File: config.mk
export PLATFORM = sky130hd
export DESIGN_NAME = axi_rd_data_ctrl
export DESIGN_NICKNAME = d
export VERILOG_FILES = /design/src/rtl/axi_rd_data_ctrl.sv
export SDC_FILE = /design/constraint.sdc
export NUM_CORES = 1
export LEC_CHECK = 0
export ABC_AREA = 1
export BUFFER_PORTS_ARGS = -buffer_cell sky130_fd_sc_hd__buf_4
export CAP_MARGIN = 5
export CORE_ASPECT_RATIO = 1.5
export CORE_MARGIN = 2
export CORE_UTILIZATION = 35
export DETAILED_ROUTE_END_ITERATION = 12
export HOLD_SLACK_MARGIN = 0.03
export SLEW_MARGIN = 30
export SYNTH_ARGS = -nofsm -noshare
export SYNTH_HDL_FRONTEND = slang
export SYNTH_SLANG_ARGS = --single-unit
export TNS_END_PERCENT = 10
File: constraint.sdc
create_clock -name clk -period 2.45 [get_ports clk]
set_input_delay 0.3675 -clock clk [delete_from_list [all_inputs] [get_ports clk]]
set_output_delay 0.3675 -clock clk [all_outputs]
set_load 0.01 [all_outputs]
File: src/rtl/axi_rd_data_ctrl.sv
// AXI4 read-data channel controller: forwards one R burst into a write-side FIFO,
// validates RID/RRESP/beat count against the issued AR, and drains errored bursts.
module axi_rd_data_ctrl #(
  parameter int DATA_WIDTH = 32,
  parameter int ID_WIDTH   = 4,
  parameter int LEN_WIDTH  = 8
) (
  input  logic                  clk,
  input  logic                  resetn,
  input  logic                  go,
  input  logic [ID_WIDTH-1:0]   expected_id,
  input  logic [LEN_WIDTH-1:0]  expected_len,
  output logic [DATA_WIDTH-1:0] data,
  output logic                  data_valid,
  input  logic                  fifo_ready,
  output logic                  last_transfer,
  output logic                  done,
  output logic                  error,
  output logic [2:0]            error_code,
  output logic [LEN_WIDTH:0]    beat_count,
  output logic [ID_WIDTH-1:0]   transaction_ID,
  input  logic [ID_WIDTH-1:0]   RID,
  input  logic [DATA_WIDTH-1:0] RDATA,
  input  logic [1:0]            RRESP,
  input  logic                  RLAST,
  input  logic                  RVALID,
  output logic                  RREADY
);

  typedef enum logic [2:0] {IDLE, ACTIVE, DRAIN, ERROR, DONE} state_t;

  localparam logic [LEN_WIDTH:0] CNT_MAX = {1'b1, {LEN_WIDTH{1'b0}}};

  state_t               state_reg, state_next;
  logic [LEN_WIDTH-1:0] len_reg, len_next;
  logic [ID_WIDTH-1:0]  tid_reg, tid_next;
  logic [LEN_WIDTH:0]   cnt_reg, cnt_next;
  logic [2:0]           code_reg, code_next;
  logic                 done_reg, error_reg;
  logic                 acc;
  logic [2:0]           beat_err;
  logic [LEN_WIDTH:0]   len_ext;

  assign len_ext = {1'b0, len_reg};
  assign acc     = RVALID & RREADY;

  // Error classification of the presented beat, highest priority first;
  // compares against the count of beats accepted before this one.
  always_comb begin
    beat_err = 3'd0;
    if (RRESP == 2'b10)                  beat_err = 3'd1;
    else if (RRESP == 2'b11)             beat_err = 3'd2;
    else if (RID != tid_reg)             beat_err = 3'd3;
    else if (RLAST && cnt_reg < len_ext) beat_err = 3'd4;
    else if (!RLAST && cnt_reg == len_ext) beat_err = 3'd5;
  end

  always_comb begin
    state_next    = state_reg;
    len_next      = len_reg;
    tid_next      = tid_reg;
    cnt_next      = cnt_reg;
    code_next     = code_reg;
    RREADY        = 1'b0;
    data_valid    = 1'b0;
    last_transfer = 1'b0;
    unique case (state_reg)
      IDLE: begin
        if (go) begin
          tid_next   = expected_id;
          len_next   = expected_len;
          cnt_next   = '0;
          code_next  = 3'd0;
          state_next = ACTIVE;
        end
      end
      ACTIVE: begin
        RREADY = fifo_ready;
        if (acc) begin
          if (cnt_reg != CNT_MAX) cnt_next = cnt_reg + 1'b1;
          if (beat_err != 3'd0) begin
            code_next  = beat_err;
            state_next = RLAST ? ERROR : DRAIN;
          end else begin
            data_valid = 1'b1;
            if (RLAST) begin
              last_transfer = 1'b1;
              state_next    = DONE;
            end
          end
        end
      end
      DRAIN: begin
        // Swallow the rest of the burst so the interconnect is never stalled.
        RREADY = 1'b1;
        if (RVALID && RLAST) state_next = ERROR;
      end
      ERROR, DONE: begin
        if (!go) begin
          tid_next   = '0;
          state_next = IDLE;
        end
      end
      default: state_next = IDLE;
    endcase
  end

  always_ff @(posedge clk or negedge resetn) begin
    if (!resetn) begin
      state_reg <= IDLE;
      len_reg   <= '0;
      tid_reg   <= '0;
      cnt_reg   <= '0;
      code_reg  <= 3'd0;
      done_reg  <= 1'b0;
      error_reg <= 1'b0;
    end else begin
      state_reg <= state_next;
      len_reg   <= len_next;
      tid_reg   <= tid_next;
      cnt_reg   <= cnt_next;
      code_reg  <= code_next;
      done_reg  <= (state_next == DONE);
      error_reg <= (state_next == ERROR);
    end
  end

  assign data           = RDATA;
  assign done           = done_reg;
  assign error          = error_reg;
  assign error_code     = code_reg;
  assign beat_count     = cnt_reg;
  assign transaction_ID = tid_reg;

endmodule

==> key figures <==
Setup path
  – Most frequent CP cell: nand3_1
  – Max stage delay on crit path: 0.44 ns
  – Crit path max-delay family: simple AND/OR/NAND/NOR gates
  – CP arrival: 1.93 ns
  – Worst path cell trace: ha_1 -> nand2_1 -> nor3b_2 -> nand3_1 -> nand2_2 -> nor2_2 -> nand3_1 -> inv_1 -> buf_4
  – CP max stage cell: dfrtp_2
  – Register-to-register setup slack: 0.59 ns
  – Buffers plus inverters on the worst setup path: 2
  – Critical Path Fanout Max: 4
  – Critical path type: reg -> out
  – Critical Path RT: 2.08 ns
  – Crit path launch type: register
  – Worst setup EP type: output port

Yosys
  – Distinct cells, synth: 28
  – Largest family of logic cells by synthesized area: simple AND/OR/NAND/NOR gates
  – Post-Syn Instances: 278
  – Post-synthesis register bit count: 29
  – Compound-gate portion of the synthesized area: 0.111
  – Simple-Gate Fraction of Synth Area: 0.244
  – Syn Area/Cell: 7.49 um^2
  – Mux contribution to synthesized area: 0
  – Post-synthesis sequential area ratio: 0.349
  – Synth Area in XOR/XNOR: 0.0210
  – Mapped cell area: 2080 um^2
  – Adder-cell area share of the yosys netlist: 0.0601
  – Top cell type's share of synthesized area: 0.349
  – Net Count, Synth: 344
  – Syn. warnings: 0
  – Top cells by area, synth: dfrtp_1, buf_4, nand2_1, inv_1, ha_1
  – Yosys top cell by area: dfrtp_1

Detailed routing
  – Routed vias/inst: 4.70
  – Met2 WL: 2300 um
  – Antenna-violating nets left: 0
  – DR WL/cell: 12.6 um
  – Uppermost layer routed: met4
  – Met3 Wirelength: 317 um
  – Drt first pass iters: 4
  – Total vias in the final route: 1763
  – WL met1: 1860 um
  – DR iter-0 viols: 109
  – Total wire length: 4720 um
  – Residual DRC count: 0

Timing
  – Setup Skew: 0.00737 ns
  – Final WS setup: 0.156 ns
  – TNS Setup: 0 ns
  – Slew @ Worst Pin: 0.382 ns
  – Max-slew violations: 0
  – Headroom to the max-slew limit: 0.743
  – Unrepaired setup endpoints after global routing: no
  – Final setup violation count: 0
  – Post-route minimum period: 2.29 ns
  – Final hold violation count: 0
  – Achievable Freq: 436 MHz
  – Final period util: 0.936

GRT
  – Gr ovfl total: 0
  – Initial antenna violation count: 0
  – Largest net degree at the start of global routing: 30
  – First-pass GRT wire length: 7770 um
  – GR Util All Layers: 0.156
  – Vias in the first global route: 1763

Cells and area
  – Commonest non-fill, non-tap cell in the layout: nand2_1
  – P&R area growth vs syn: 16.0%
  – Commonest cells after routing, fill and taps aside: nand2_1, buf_4, inv_1
  – Layout cell share with drive strength beyond 1: 0.290
  – Inserted Diodes: 0
  – Final nets: 368
  – Fin util: 0.418
  – Area of the multi-input gates: 926 um^2
  – Register area: 729 um^2
  – Filler instances: 632
  – Max FFs per register: 9

Placed design
  – Quantity of I/O buffers inserted on ports: 44
  – Dpl hpwl: 3610 um
  – Dpl ws: 0.370 ns
  – Final GP Congestion: 0.825

Outcome
  – Status: finished, final reports clean

Floorplan
  – Total die area: 6590 um^2
  – Initial core utilization: 0.360
  – Die width: 67.0 um
  – Core ar.: 5790 um^2
  – Std-Cell Rows: 34
  – Die height: 98.5 um
  – I/O Pins: 109

CTS
  – Clk_lat worst skew: 0.29 ns
  – Clock sink count: 29
  – Buffer depth of the longest clock path: 2
  – Clk slew on worst S/H paths: 0.07 ns
  – Total CTS buffers: 5
  – CTS tree: built
  – H-tree levels: 2
  – Root buffer cell: clkbuf_8

Job
  – Maxcap violations: 0

Power and ir drop
  – Peak VDD IR: 415 uV
  – Total power: 2.25 mW
  – PD cells: 930 nW/um^2
  – Leakage dissipation: 1.30 nW

Worst hold path
  – Worst hold path type: in -> reg
## worst register-to-register path: stages, from the launching register on
cell	delay (ns)
dfrtp_2	0.44
ha_1	0.30
nand2_1	0.09
nor3b_2	0.16
nand3_1	0.17
nand2_2	0.14
nor2_2	0.05
o21ai_1	0.11
nand2_1	0.13
nand2_1	0.07
o21ai_0	0.07
## layer usage
layer,GRT usage,vias to the layer above
met4,0.111,0
li1,-,892
met1,0.164,801
met3,0.0422,25
met5,0,-
met2,0.259,45
## timing repair
item	CTS	global route
hold buffers	1	0
hold endpoints to repair	29	0
endpoints found under the setup margin	0	2
gates resized for setup	0	9
setup buffers	0	5
## synth_stat cells
master    instances
buf_4            32
inv_1            41
buf_12            1
clkbuf_1          2
a21oi_1           6
o211ai_1          2
nor2_4            1
a22oi_1           2
o21ai_0          18
nand2_2           5
nand3_4           1
ha_1             10
o22ai_1           1
o21ai_2           7
inv_2             4
a21oi_2           1
nand2_1          62
nor3b_1           1
dfrtp_1          29
nand4_1           5
xor2_1            5
nor3_1            2
nand3_1          13
buf_6             1
and2_1            1
nor4_1            2
nor2_1           22
o21ai_1           1
## cells by family (layout without fill, tap and decap cells)
group                    count (synthesis)  count (layout)
AND/OR/NAND/NOR                        115             115
buffers and inverters                   81             106
AO/OA/AOI/OAI                           38              38
flip-flops                              29              29
adder cells (fa/ha/maj)                 10              10
XOR/XNOR                                 5               5
## path summary, 6_finish.rpt
path,depth (start not counted),endpoint,startpoint
min reg2reg,2,error_code[1]$_DFFE_PN0P_,error_code[1]$_DFFE_PN0P_
min in group asynchronous,2,beat_count[8]$_DFFE_PN0P_,resetn
max,9,last_transfer,beat_count[4]$_DFFE_PN0P_
max in group asynchronous,2,beat_count[2]$_DFFE_PN0P_,resetn
min,3,transaction_ID[1]$_DFFE_PN0P_,expected_id[1]
max reg2reg,10,error_code[0]$_DFFE_PN0P_,beat_count[4]$_DFFE_PN0P_
## report_power, final
part / internal (mW) / switching (mW) / total, mW
Combinational: 0.404 / 0.677 / 1.08
Sequential: 0.623 / 0.0960 / 0.719
Clock: 0.254 / 0.192 / 0.446
Total: 1.28 / 0.965 / 2.25
## metrics by stage
| step | hold slack, ns | area [um^2] | std cells |
|---|---|---|---|
| global placement | 0.321 | 2250 | 361 |
| floorplan | 0.0719 | 2080 | 278 |
| finish | 0.286 | 2420 | 375 |
| global route | 0.295 | 2420 | 375 |
| CTS | 0.282 | 2360 | 370 |
| detailed placement | 0.319 | 2250 | 361 |
## final cells by class
| class | count | area share |
|---|---|---|
| multi-input combinational | 168 | 0.383 |
| sequential | 29 | 0.302 |
| timing repair buffer | 53 | 0.166 |
| inverter | 45 | 0.0699 |
| clock buffer | 7 | 0.0399 |
| tap | 72 | 0.0373 |
| clock inverter | 1 | 0.00207 |
No activity file was read; power rests on OpenSTA's default activity.
